### config.mk
export PLATFORM = sky130hd
export DESIGN_NAME = gray_decoder_flat
export DESIGN_NICKNAME = d
export VERILOG_FILES = /design/src/rtl/gray_pkg.sv /design/src/rtl/gray_decoder_if.sv /design/src/rtl/gray2bin.sv /design/src/rtl/gray_decoder.sv /design/src/flat_wrapper.sv
export SDC_FILE = /design/constraint.sdc
export NUM_CORES = 1
export LEC_CHECK = 0
export ABC_CLOCK_PERIOD_IN_PS = 3300
export BUFFER_PORTS_ARGS = -buffer_cell sky130_fd_sc_hd__buf_4
export CAP_MARGIN = 10
export CORE_MARGIN = 2
export CORE_UTILIZATION = 51
export DETAILED_ROUTE_END_ITERATION = 7
export PLACE_DENSITY = 0.8
export RECOVER_POWER = 50
export SYNTH_ARGS = -nofsm -noshare
export SYNTH_HDL_FRONTEND = slang
export SYNTH_HIERARCHICAL = 1
export SYNTH_SLANG_ARGS = --single-unit
### constraint.sdc
create_clock -name clk -period 3.3 [get_ports clk]
set_input_delay 0.66 -clock clk [delete_from_list [all_inputs] [get_ports clk]]
set_output_delay 0.66 -clock clk [all_outputs]
set_load 0.03 [all_outputs]
### src/rtl/gray_pkg.sv
// gray_pkg: shared Gray-code defaults and decoder FSM state encodings
package gray_pkg;
  localparam int DEF_WIDTH = 4;
  localparam int DEF_SYNC_STAGES = 2;
  typedef enum logic [1:0] {INIT = 2'b00, TRACK = 2'b01, FAULT = 2'b10} state_t;
endpackage

### src/rtl/gray_decoder_if.sv
// gray_decoder_if: Gray decoder signal bundle
//   g_in/en/clr    : position input and controls (master -> slave)
//   bin_out/chg/up : decoded value, step pulse, step direction (slave -> master)
//   err/step_cnt   : sticky illegal-step flag, signed net step count (slave -> master)
interface gray_decoder_if import gray_pkg::*; #(parameter int WIDTH = DEF_WIDTH);
  logic [WIDTH-1:0] g_in;
  logic en;
  logic clr;
  logic [WIDTH-1:0] bin_out;
  logic chg;
  logic up;
  logic err;
  logic [7:0] step_cnt;
  modport master(output g_in, en, clr, input bin_out, chg, up, err, step_cnt);
  modport slave(input g_in, en, clr, output bin_out, chg, up, err, step_cnt);
endinterface

### src/rtl/gray2bin.sv
// gray2bin: combinational Gray-to-binary decode
//   g : Gray code in
//   b : binary out, each bit is the XOR of all Gray bits at or above it
module gray2bin #(parameter int WIDTH = 4) (
  input  logic [WIDTH-1:0] g,
  output logic [WIDTH-1:0] b
);
  for (genvar i = 0; i < WIDTH; i++) begin : g_bit
    assign b[i] = ^g[WIDTH-1:i];
  end
endmodule

### src/rtl/gray_decoder.sv
// gray_decoder: synchronizes an async Gray position, decodes it and tracks single steps
//   clk, rst_n : clock, asynchronous active-low reset
//   io         : gray_decoder_if slave (g_in, en, clr in; bin_out, chg, up, err, step_cnt out)
module gray_decoder import gray_pkg::*; #(
  parameter int WIDTH = DEF_WIDTH,
  parameter int SYNC_STAGES = DEF_SYNC_STAGES
) (
  input logic clk,
  input logic rst_n,
  gray_decoder_if.slave io
);
  if (SYNC_STAGES < 2 || SYNC_STAGES > 4) begin : g_bad_sync
    $error("SYNC_STAGES must be 2..4");
  end
  (* ASYNC_REG = "TRUE" *) logic [WIDTH-1:0] sync_q [SYNC_STAGES];
  logic [WIDTH-1:0] dec, d, bin_q;
  logic chg_q, up_q, err_q, chg_d, up_d, err_d;
  logic [7:0] cnt_q, cnt_d;
  state_t state_q, state_d;
  gray2bin #(.WIDTH(WIDTH)) u_gray2bin (.g(sync_q[SYNC_STAGES-1]), .b(dec));
  // bin_out reloads every cycle, so it doubles as the tracking baseline
  assign d = dec - bin_q;
  always_ff @(posedge clk or negedge rst_n) begin
    if (!rst_n) begin
      for (int i = 0; i < SYNC_STAGES; i++) sync_q[i] <= '0;
      bin_q <= '0;
      chg_q <= 1'b0;
      up_q <= 1'b0;
      err_q <= 1'b0;
      cnt_q <= '0;
      state_q <= INIT;
    end else begin
      sync_q[0] <= io.g_in;
      for (int i = 1; i < SYNC_STAGES; i++) sync_q[i] <= sync_q[i-1];
      bin_q <= dec;
      chg_q <= chg_d;
      up_q <= up_d;
      err_q <= err_d;
      cnt_q <= cnt_d;
      state_q <= state_d;
    end
  end
  always_comb begin
    state_d = state_q;
    chg_d = 1'b0;
    up_d = up_q;
    err_d = err_q;
    cnt_d = cnt_q;
    if (io.clr) begin
      state_d = INIT;
      err_d = 1'b0;
      cnt_d = '0;
    end else if (!io.en) begin
      state_d = INIT;
    end else begin
      case (state_q)
        INIT: state_d = TRACK;
        TRACK:
          if (d == WIDTH'(1)) begin
            chg_d = 1'b1;
            up_d = 1'b1;
            cnt_d = cnt_q + 8'd1;
          end else if (d == '1) begin
            chg_d = 1'b1;
            up_d = 1'b0;
            cnt_d = cnt_q - 8'd1;
          end else if (d != '0) begin
            err_d = 1'b1;
            state_d = FAULT;
          end
        FAULT: state_d = FAULT;
        default: state_d = INIT;
      endcase
    end
  end
  assign io.bin_out = bin_q;
  assign io.chg = chg_q;
  assign io.up = up_q;
  assign io.err = err_q;
  assign io.step_cnt = cnt_q;
endmodule

### src/flat_wrapper.sv
// flat-port wrapper written by rule: the top's interface ports become plain ports
module gray_decoder_flat import gray_pkg::*;
#(
  parameter int WIDTH = DEF_WIDTH,
  parameter int SYNC_STAGES = DEF_SYNC_STAGES
)
  (clk, rst_n, io_g_in, io_en, io_clr, io_bin_out, io_chg, io_up, io_err, io_step_cnt);
  gray_decoder_if #(.WIDTH(WIDTH)) io_i ();
  input logic clk;
  input logic rst_n;
  input wire logic [$bits(io_i.g_in)-1:0] io_g_in;
  input wire logic [$bits(io_i.en)-1:0] io_en;
  input wire logic [$bits(io_i.clr)-1:0] io_clr;
  output wire logic [$bits(io_i.bin_out)-1:0] io_bin_out;
  output wire logic [$bits(io_i.chg)-1:0] io_chg;
  output wire logic [$bits(io_i.up)-1:0] io_up;
  output wire logic [$bits(io_i.err)-1:0] io_err;
  output wire logic [$bits(io_i.step_cnt)-1:0] io_step_cnt;
  assign io_i.g_in = io_g_in;
  assign io_i.en = io_en;
  assign io_i.clr = io_clr;
  assign io_bin_out = io_i.bin_out;
  assign io_chg = io_i.chg;
  assign io_up = io_i.up;
  assign io_err = io_i.err;
  assign io_step_cnt = io_i.step_cnt;
  gray_decoder #(.WIDTH(WIDTH), .SYNC_STAGES(SYNC_STAGES)) u_core (.clk(clk), .rst_n(rst_n), .io(io_i));
endmodule
==> results by stage, run 1 <==
Clock tree:
- The number of buffers created by CTS is 3.
- CTS built an H-tree with a depth of 1.
- The number of hold buffers added after cts is 0.
- The clock drives 25 sinks.
- The maximum number of buffers from clock root to sink is 2.
- TritonCTS built the clock tree.
- The clock insertion delay at the later pin of the skew report is 0.31 ns.
- The clock transition at the register clock pins on the worst setup and hold paths after CTS is 0.14 ns.
- The cell sitting at the root of the clock tree is a clkbuf_4.

Placed design:
- Including well taps, the total number of placed cells is 215.
- The placement-stage worst setup slack is -0.1800 ns.
- After detailed placement, the total cell area comes to 1921 sq um.
- The global placement routability congestion is 0.8271.
- The HPWL reported at the end of detailed placement is 2298 microns.
- During placement, the flow inserted port buffers numbering 22.

Synth:
- The synthesized design contains 0 enable-type register cells.
- When the netlist entered floorplanning its net count stood at 167.
- After synthesis, the share of flip-flops with an asynchronous set or reset is 1.000.
- In this run the cell area of the synthesized design comes to 1551 sq um.
- In the post-synthesis netlist, the cell with the most instances is dfrtp_1.
- The number of storage elements in the synthesis netlist is 25.
- Of the post-synthesis cell area, the dominant cell type holds 0.4032.
- In the post-synthesis netlist, the biggest area contributors are dfrtp_1, ha_1, nor2_1, nand2b_1, nor2b_1.
- The top cell type by total area after synthesis is dfrtp_1.
- The total number of yosys warnings is 6.
- The count of cell types in the netlist is 47.
- The main flop type after synthesis is dfrtp_1.
- The commonest cells after synthesis are dfrtp_1, nor2_1, ha_1.
- The portion of the post-synthesis area used by sequential elements is 0.4032.
- After synthesis, the mean cell area works out to 10.63 sq um.
- The gate count of the mapped netlist is 146.

Job:
- The tool flagged a number of max-cap violations equal to 0.

Pwr:
- Summed over all nets, the switching power comes to 0.3761 mW.
- The analysis attributes to cell leakage a power of 0.9517 nW.
- Of the total power, the clock network draws 0.140.
- The internal portion of the total power is 0.6291 mW.
- Of the total power, registers draw 0.343.
- Of the total power, the share spent switching nets is 0.3742.
- The combinational group share of total power is 0.517.
- Dividing total power by cell area gives a power density of 493.5 nW/um^2.
- VDD sags by at most 0.3135 mV.

Run status:
- The flow ran to the end, but the final reports show violations.
- The checks that failed: setup timing.

Worst setup path:
- The endpoint type of the worst setup path is a register.
- Counting cells, the worst reg-to-reg path comes to 16.
- The reg-to-reg critical path startpoint is u_core/sync_q[2]$_DFF_PN0_.
- The critical path contains buffers and inverters numbering 2 combined.
- The critical path goes through xor2_2, xnor2_1, inv_1, ha_2, inv_2, fa_2, xor2_4, nor2_4, o21a_4, nand2b_4, ha_4, nor2b_4, o31a_1, or4b_4, a31oi_1, mux2_4.
- The biggest cell delay along the critical path is 0.51 ns.
- The library cell contributing the largest single delay on the critical path is or4b_4.
- STA classifies the critical path startpoint as a register.
- The kind of critical path is register to register.
- The required time reported for the critical path endpoint is 3.57 ns.
- Among cell families on the critical path, the largest total delay comes from adder cells.
- The arrival time of data at the critical path endpoint is 3.81 ns.
- Of all nets on the critical path, the largest fanout is 6.
- The worst reg2reg path endpoint is u_core/io.step_cnt[6]$_DFFE_PN0P_.
- The setup check on the worst reg-to-reg path leaves a slack of -0.24 ns.

Timing:
- The transition at the pin with the smallest max-transition slack is 1.352 ns.
- The final max-slew violation count is 0.
- The fmax is 282.5 MHz.
- Setup violations remaining at the end of the flow were counted as 2.
- The final critical-path setup slack is -0.2404 ns.
- The worst path in the final design needs a cycle of 3.540 ns, including I/O delays and setup.
- Setup repair after global routing could not meet its margin everywhere.
- The hold violation total from the final report is 0.
- The worst-case headroom to the max-slew limit is 0.09856.
- The worst clock skew is 0.002673 ns.
- Dividing the final minimum period by the clock period gives 1.073.

Detailed routing:
- The first detailed-routing pass ran for 4 iterations.
- The total number of vias is 1232.
- In this run, the number of DRC markers left after iteration 0 of detailed routing was 39.
- In this run the remaining antenna-violating nets after routing total 0.
- The via-per-instance ratio is 5.525.
- The aggregate routed wire length is 3145 microns.
- In the routed design, unresolved DRC markers number 0.
- The routed length per placed instance is 14.10 microns.

Layout:
- After filler insertion, the fill cell instance count of the layout stands at 222.
- Registers take 625.6 sq um.
- The area growth from synthesis to layout is 31.29%.
- The number of inserted diodes is 0.
- After routing the design area is 2037 sq um.
- The end-of-flow core utilization is 0.6840.
- In the final layout, the share of cells above drive strength 1 is 0.4105.
- At the end of the flow, the number of nets in the layout was 212.
- The area used by multi-input combinational logic is 975.9 sq um.
- The final standard cell count with taps included and fillers excluded is 223.

Die:
- For this design the top-level I/O count stands at 23.
- The x dimension of the die is 59.16 microns.
- The core region area is 2978 sq um.
- In this run the vertical extent of the chip is 59.16 microns.
- Row generation in the floorplan step produced 20 rows.
- The floorplan step defined a die boundary enclosing 3499 sq um.
- The initial core utilization is 0.5210.

Min path:
- In this run the most critical hold path is launched from u_core/sync_q[6]$_DFF_PN0_.
- Counting instances, the worst hold path has a depth of 0.
- The path with the worst hold slack has its endpoint at u_core/sync_q[2]$_DFF_PN0_.
- The worst hold path belongs to the class register to register.

GRT:
- Summed over all layers, the global routing overflow is 0.
- Entering global routing, the biggest net connects 26 pins.
- The initial antenna violation count came to 0.
- The via count of the first global-routing pass was 1247.
- The global routing usage summed across all routing layers is 0.1979.
- The first-pass GRT wire length is 5271 microns.
-- power groups by stage --
| stage | sequential [mW] | combinational (mW) | clock [mW] |
|---|---|---|---|
| floorplan | 0.382 | 0.288 | 0 |
| global placement | 0.349 | 0.460 | 0 |
| detailed placement | 0.351 | 0.476 | 0 |
| CTS | 0.345 | 0.482 | 0.147 |
| global route | 0.348 | 0.569 | 0.161 |
| finish | 0.345 | 0.519 | 0.141 |
-- layout by cell type (no fill, tap or decap), types with 3 or more instances in the layout --
cell type	instances
buf_4	39
dfrtp_1	25
nor2_1	11
inv_1	8
clkbuf_4	7
ha_1	7
nor2b_1	6
nand2b_1	6
o21ai_0	5
o211ai_1	4
mux2i_1	4
a21oi_2	3
nand2_1	3
a21oi_1	3
o21ai_1	3
nand3_1	3
ha_4	3
-- sequential cells by signal, indices dropped and copies added, names as in the netlist --
signal / count
u_core/io.step_cnt: 8
u_core/sync_q: 8
u_core/io.bin_out: 4
u_core/state_q: 2
u_core/io.chg: 1
u_core/io.err: 1
u_core/io.up: 1
-- kinds of logic after synthesis --
kind of cell,share of synthesized area
AO/OA/AOI/OAI,0.1669
XOR/XNOR,0.03872
adder cells (fa/ha/maj),0.1145
buffers and inverters,0.04113
flip-flops,0.4032
multiplexers,0.06210
AND/OR/NAND/NOR,0.1734
-- per-layer routing --
layer	global-route usage	vias up	share of wire
met5	0	-	0
met4	0.08442	0	0.013
met3	0.03275	6	0.033
met2	0.3206	23	0.49
met1	0.2623	602	0.46
li1	-	601	-
-- final cells by class --
cell class              count  share of cell area
inverters                  10             0.01843
repair buffers             44              0.1603
well taps                  33             0.02027
flip-flops and latches     25              0.3071
multi-input cells         107              0.4791
clock inverters             1            0.003686
clock buffers               3             0.01106
-- worst max path at each step --
stage                                     from                           endpoint  slack (ns)  cells past startpoint
global placement    u_core/sync_q[2]$_DFF_PN0_  u_core/io.step_cnt[6]$_DFFE_PN0P_       -0.05                     16
finish              u_core/sync_q[2]$_DFF_PN0_  u_core/io.step_cnt[6]$_DFFE_PN0P_       -0.24                     16
floorplan           u_core/sync_q[2]$_DFF_PN0_  u_core/io.step_cnt[6]$_DFFE_PN0P_       -0.05                     16
CTS                 u_core/sync_q[3]$_DFF_PN0_  u_core/io.step_cnt[6]$_DFFE_PN0P_       -0.20                     16
detailed placement  u_core/sync_q[2]$_DFF_PN0_  u_core/io.step_cnt[6]$_DFFE_PN0P_       -0.18                     16
global route        u_core/sync_q[2]$_DFF_PN0_  u_core/io.step_cnt[6]$_DFFE_PN0P_       -0.43                     15
-- metrics by stage --
step	hold WS (ns)	power [mW]	setup TNS [ns]
6_report	0.3648	1.005	-0.3842
3_5_place_dp	0.3355	0.8269	-0.3476
5_1_grt	0.3819	1.077	-1.086
4_1_cts	0.2186	0.9737	-0.3975
2_1_floorplan	0.3312	0.6696	-0.1085
3_3_place_gp	0.3325	0.8092	-0.08040
-- repair_timing --
| action | in CTS | in global routing |
|---|---|---|
| gates resized for setup | 1 | 16 |
| pin swaps | 1 | 12 |
| buffers inserted | 2 | 3 |
| endpoints found under the setup margin | 3 | 6 |
Note: power is estimated with default switching activity, not from simulation.
==> inputs of run 2 (changes only) <==
ABC_AREA = 1   (was unset)
CORE_UTILIZATION = 50   (was 51)
==> results by stage, run 2 <==
Worst setup path:
- The kind of critical path is register to register.
- The startpoint kind of the worst setup timing path is a register.
- The biggest cell delay along the critical path is 0.48 ns.
- STA puts the critical path data required time at 3.53 ns.
- Traced cell by cell, the critical path runs through inv_1, nand2_1, nand2_2, nand2_1, nand2_1, inv_1, ha_1, inv_1, fa_2, nor2_4, nand3_4, buf_4, ha_4, nand2_1, inv_1, nand4_1, o211ai_1, xnor2_1, o21ai_1.
- The endpoint type of the worst setup path is a register.
- The library cell contributing the largest single delay on the critical path is fa_2.
- At the worst endpoint, the arrival time is 3.37 ns.
- Along the worst path, the maximum fanout reaches 8.

Run status:
- The flow ran to the end, and the final reports show no timing, DRC or antenna violations.

GRT:
- In the global route stage, overall resource usage came out at 0.1836.
- The via count of the first global-routing pass is 1166.
- The initial antenna violation count is 0.
- The first-pass GRT wire length is 4836 microns.
- Entering global routing, the biggest net connects 26 pins.
- The remaining global-route overflow is 0.

Placed design:
- At the placement stage, the worst setup path has a slack of 0.009583 ns.
- The total placed instance area is 1628 sq um.
- Input and output buffers added on the ports amount to 22.
- After legalization and detailed placement, the total HPWL measured 2064 microns.
- The global placement routability congestion is 0.9285.

Detailed routing:
- The detail route stage leaves a number of antenna-violating nets equal to 0.
- Before antenna repair, the detailed router went through 4 iterations.
- Using the TritonRoute via totals, the vias-per-cell ratio works out to 5.242.
- The detailed-route DRC error count is 0.
- The aggregate routed wire length is 2982 microns.
- In the final routed layout, each cell accounts on average for 13.37 microns.
- Summing over every cut layer, the via total after detailed routing is 1169.
- The first routing iteration left 50 violations.

Layout:
- The library cells used most frequently in the layout, excluding fill and tap cells, are nand2_1, inv_1, dfrtp_1.
- Of the cells placed in the final design, the portion with a size suffix greater than 1 is 0.2292.
- Relative to the synthesized area, the layout overhead comes to 22.96%.
- The most common library cell in the layout ignoring fill and taps is nand2_1.
- The number of inserted diodes is 0.
- The final cell area excluding filler cells is 1755 sq um.
- For this run, the post-layout net count is 214.
- Counting the fill cells in the layout gives 212.

Synth:
- Counting flops and latches in the post-synthesis netlist gives 25.
- By count the netlist is led by nand2_1, inv_1, dfrtp_1.
- In the synthesized netlist the dominant register cell turns out to be dfrtp_1.
- The share of Yosys cell area claimed by the top area cell type is 0.4382.
- The average instance area after synthesis is 8.705 sq um.
- The number of synthesized flops with an enable pin is 0.
- The top cell type by total area after synthesis is dfrtp_1.
- The proportion of register bits with asynchronous set or reset after synthesis is 1.000.
- The total number of yosys warnings is 6.
- The total nets after synthesis is 185.
- Synthesis instantiated 22 different standard cells from the library.
- For this run, the register share of the synthesized area comes to 0.4382.
- In the synthesized netlist, the number of instances is 164.
- In the post-synthesis netlist, the biggest area contributors are dfrtp_1, nand2_1, ha_1, inv_1, nand3_1.
- The most used standard cell by instance count after synthesis is nand2_1.
- The netlist area before placement is 1428 sq um.

Clock tree:
- TritonCTS built the clock tree.
- The total number of clock tree sinks is 25.
- The clock transition at the register clock pins on the worst setup and hold paths after CTS is 0.15 ns.
- The maximum number of buffers from clock root to sink is 2.
- Clock latency on the worst-skew pair, taken at its later pin, is 0.32 ns.
- CTS placed an instance of clkbuf_4 at the clock tree root.
- The H-tree depth is 1.
- Buffers inserted during clock tree synthesis total 3.
- After clock tree synthesis, the flow added hold-fix buffers numbering 0.

Timing:
- In the finished design, the share of the clock period the worst path needs comes to 0.9536.
- The hold violation total from the final report came to 0.
- For the finished layout, the period the worst path requires is 3.147 ns.
- The final max-slew violation count is 0.
- The worst-case headroom to the max-slew limit is 0.1099.
- Setup violations remaining at the end of the flow were counted as 0.
- The tightest hold margin is 0.3693 ns.
- The worst clock skew is 0.002249 ns.
- Based on the critical path, the design can be clocked at up to 317.8 MHz.
- Setup slack on the critical path of the routed design comes to 0.1531 ns.
- The transition at the pin with the smallest max-transition slack is 1.335 ns.

Pwr:
- Across the VDD grid, the largest voltage drop is 0.2842 mV.
- The leakage power of the design is 0.9216 nW.
- The ratio of total power to cell area is 415.7 nW/um^2.

Die:
- The region available for standard cell placement spans 2734 sq um.
- The die outline height is 57.44 microns.
- The die is 57.44 microns wide.
- The initial core utilization is 0.5222.
- In this run the core area contains 19 standard-cell rows.
- The die covers 3299 sq um.
- In this run the count of I/O pins placed on the die edge is 23.

Job:
- Max-cap violations in this run came to 0.

Min path:
- The worst hold path belongs to the class register to register.
[run 2: cell type report]
cell class	count	area (sq um)	share of cell area
inverter	26	97.59	0.05560
clock buffer	3	22.52	0.01283
clock inverter	1	8.758	0.004989
tap	31	38.79	0.02210
timing repair buffer	26	191.4	0.1091
multi-input combinational	111	770.7	0.4391
sequential	25	625.6	0.3564
[run 2: cells by family (layout without fill, tap and decap cells)]
family	Yosys count	in the layout	share of synthesized area
XOR/XNOR	7	7	0.04295
flip-flops	25	25	0.4382
buffers and inverters	28	56	0.07625
adder cells (fa/ha/maj)	13	13	0.1245
AO/OA/AOI/OAI	19	19	0.07187
AND/OR/NAND/NOR	72	72	0.2463
[run 2: layer usage]
| layer | share of wire | GRT usage | vias to the layer above |
|---|---|---|---|
| li1 | - | - | 581 |
| met1 | 0.43 | 0.2408 | 551 |
| met2 | 0.51 | 0.3149 | 31 |
| met3 | 0.039 | 0.02041 | 6 |
| met4 | 0.020 | 0.06312 | 0 |
| met5 | 0 | 0 | - |
[run 2: through the flow]
stage	TNS, ns	std cells	util	power, mW
after detailed placement	0	216	0.5954	0.5445
after global routing	-0.1920	223	0.6421	0.7738
after global placement	0	216	0.5954	0.5330
after CTS	0	220	0.6096	0.6950
final	0	223	0.6421	0.7297
after floorplan	0	164	-	0.4867
[run 2: final timing paths]
kind	from	to	slack (ns)	cells past startpoint
setup / recovery	u_core/sync_q[3]$_DFF_PN0_	u_core/io.step_cnt[6]$_DFFE_PN0P_	0.15	19
hold / removal	u_core/sync_q[7]$_DFF_PN0_	u_core/sync_q[3]$_DFF_PN0_	0.37	0
setup reg to reg	u_core/sync_q[3]$_DFF_PN0_	u_core/io.step_cnt[6]$_DFFE_PN0P_	0.15	19
hold reg to reg	u_core/sync_q[7]$_DFF_PN0_	u_core/sync_q[3]$_DFF_PN0_	0.37	0
max in group asynchronous	rst_n	u_core/state_q[0]$_DFFE_PN0P_	1.92	1
min in group asynchronous	rst_n	u_core/sync_q[6]$_DFF_PN0_	0.60	1
[run 2: what timing repair did]
item                                    4_1_cts  5_1_grt
buffers inserted                              0        3
endpoints found under the setup margin        1        4
pin swaps                                     0        1
resized for setup                             1       11
hold endpoints to repair                      0        0
[run 2: critical path, delay by kind of cell (launching register included)]
kind | cells | cell delay [ns]
adders and majority gates | 3 | 0.94
DFF | 1 | 0.45
and+or+nand+nor | 8 | 0.80
xor gates and xnor gates | 1 | 0.14
AOI/OAI and AO/OA | 2 | 0.21
buffers and inverters | 5 | 0.50
[run 2: power breakdown]
group          internal (mW)  switching [mW]  leakage [nW]  total (mW)
registers              0.321          0.0108         0.321       0.332
clock network         0.0493           0.100        0.0183       0.149
logic                 0.0970           0.151         0.582       0.248
==> inputs of run 3 (changes only) <==
ABC_CLOCK_PERIOD_IN_PS = 3800   (was 3300)
CORE_UTILIZATION = 56   (was 50)
PLACE_DENSITY = 0.84   (was 0.8)
SLEW_MARGIN = 30   (was unset)
clock period = 3.8 ns   (was 3.3 ns; I/O delays follow)
==> results by stage, run 3 (synthesis gave the netlist of run 2 again) <==
Run status:
- The run finished with clean final reports.

Timing:
- The transition at the pin with the smallest max-transition slack is 1.290 ns.
- Setup repair after global routing left no endpoint under its margin.
- The worst clock skew is 0.008386 ns.
- The final max-slew violation count is 0.
- The shortest clock period the worst path allows after layout is 3.418 ns.
- Setup total negative slack on the finished layout was measured at 0 ns.
- The worst-case headroom to the max-slew limit is 0.1403.
- The hold violation total from the final report was 0.
- Hold is met by 0.3652 ns.
- The share of the clock period used by the worst path after layout is 0.8996.
- Derived from the worst setup path, the maximum achievable clock frequency is 292.5 MHz.
- Setup violations remaining at the end of the flow were counted as 0.

Detailed routing:
- The final layout contains routed wiring with a total length of 2885 microns.
- Summing over every cut layer, the via total after detailed routing is 1200.
- The detailed-route DRC error count is 0.
- The routed length per placed instance is 13.23 microns.
- The iteration-0 DRC count of the detailed router is 19.
- Dividing the detail-routed via count by the number of cells gives 5.505.
- The first-pass iteration count of the detailed router is 7.
- The detail route stage leaves a number of antenna-violating nets equal to 0.

GRT:
- The largest net degree at the start of global routing is 26.
- The total overflow left after global routing is 0.
- The initial antenna violation count came to 0.
- The first-pass GRT wire length is 4988 microns.
- The via count of the first global-routing pass is 1161.
- The global routing usage summed across all routing layers is 0.2410.

Clock tree:
- For this design, the sink count on the clock tree is 25.
- The root buffer selected by CTS is clkbuf_4.
- TritonCTS built the clock tree.
- The number of gates resized after CTS is 0.
- The H-tree depth is 1.
- Clock tree synthesis inserted a total of 3 buffers.
- The maximum number of buffers from clock root to sink is 2.
- The number of post-CTS setup repair buffers is 0.
- After clock tree synthesis, the clock-pin slew on the worst setup and hold paths is 0.14 ns.
- The clock insertion delay at the later pin of the skew report is 0.31 ns.
- The number of hold buffers added after cts is 0.

Job:
- The number of max-cap violations is 0.

Worst setup path:
- The number of buffers and inverters on the critical path is 4.
- STA classifies the critical path startpoint as a register.
- The critical path in this run is classified as register to register.
- The critical path's top delay family is adder cells.
- In this design, the stage delay of the slowest critical-path cell is 0.45 ns.
- The worst-path maximum fanout is 10.
- The critical path goes through inv_1, nand2_1, nand2_2, nand2_1, nand2_1, inv_1, ha_1, inv_1, fa_1, xnor2_1, nand3_2, ha_1, a21oi_1, inv_1, a31oi_1, xor2_1, o21ai_1.
- The slowest stage of the critical path is the ha_1 cell.
- For the worst setup path, the data required time is 4.01 ns.
- In this run the register-to-register setup slack is 0.38 ns.
- The arrival time of data at the critical path endpoint is 3.63 ns.
- The library cell appearing most often on the critical path is inv_1.
- STA classifies the critical path endpoint as a register.

Layout:
- The most common library cell in the layout ignoring fill and taps is nand2_1.
- The fraction of final layout cells with drive strength greater than 1 is 0.1702.
- Compared with the post-synthesis result, the final layout area differs by 15.25%.
- In the final design database the tool counted 210 nets.
- The number of inserted diodes is 0.
- The library cells used most frequently in the layout, excluding fill and tap cells, are nand2_1, inv_1, dfrtp_1.

Pwr:
- The leakage power of the design is 0.8922 nW.
- For this design the ratio of total power to cell area is 359.0 nW/um^2.
- The peak ir drop on the vdd network is 0.2533 mV.

Die:
- The initial core utilization is 0.5815.
- Measured along the y axis, the die boundary spans 54.49 microns.
- The die covers 2969 sq um.
- The floorplan row count is 18.
- The floorplan step set the die width to 54.49 microns.
- The region available for standard cell placement spans 2455 sq um.
- Pin placement for this block handled 23 I/O pins.

Placed design:
- During placement, the flow inserted port buffers numbering 22.
- The congestion estimate from routability-driven global placement came to 0.8117.
- The HPWL reported at the end of detailed placement is 2187 microns.

Min path:
- The worst hold path belongs to the class register to register.
==> run 3: area by class of cell <==
class                           count  area, sq um
Clock buffer                        3        22.52
Clock inverter                      1        7.507
Fill cell                         192        809.5
Inverter                           26        97.59
Multi-Input combinational cell    111        693.2
Sequential cell                    25        625.6
Tap cell                           30        37.54
Timing Repair Buffer               22        161.4
==> run 3: stage by stage <==
step	worst slack, ns	total power, mW	utilization	area, sq um	std cells
floorplan	0.8789	0.4227	-	1428	164
global placement	0.6476	0.4610	0.6595	1619	214
detailed placement	0.4826	0.4734	0.6595	1619	214
CTS	0.4436	0.5922	0.6718	1649	218
global route	0.06254	0.6281	0.6702	1645	218
finish	0.3816	0.5907	0.6702	1645	218
==> run 3: worst paths after layout <==
| kind | cells past startpoint | end | from |
|---|---|---|---|
| max in group asynchronous | 1 | u_core/state_q[1]$_DFFE_PN0P_ | rst_n |
| max reg2reg | 17 | u_core/io.step_cnt[4]$_DFFE_PN0P_ | u_core/sync_q[3]$_DFF_PN0_ |
| min reg2reg | 0 | u_core/sync_q[0]$_DFF_PN0_ | u_core/sync_q[4]$_DFF_PN0_ |
| min in group asynchronous | 1 | u_core/sync_q[7]$_DFF_PN0_ | rst_n |
| min | 0 | u_core/sync_q[0]$_DFF_PN0_ | u_core/sync_q[4]$_DFF_PN0_ |
| max | 17 | u_core/io.step_cnt[4]$_DFFE_PN0P_ | u_core/sync_q[3]$_DFF_PN0_ |
==> run 3: routing by layer <==
metal  vias up  share of wire  global-route usage
li1        580              -                   -
met1       569           0.42              0.2898
met2        44           0.52              0.4197
met3         7          0.038             0.01639
met4         0          0.023              0.1458
met5         -              0                   0
==> run 3: power by group <==
| part | internal (mW) | switching (mW) |
|---|---|---|
| Clock | 0.0401 | 0.0784 |
| Combinational | 0.0648 | 0.120 |
| Sequential | 0.279 | 0.00901 |
| Total | 0.384 | 0.207 |
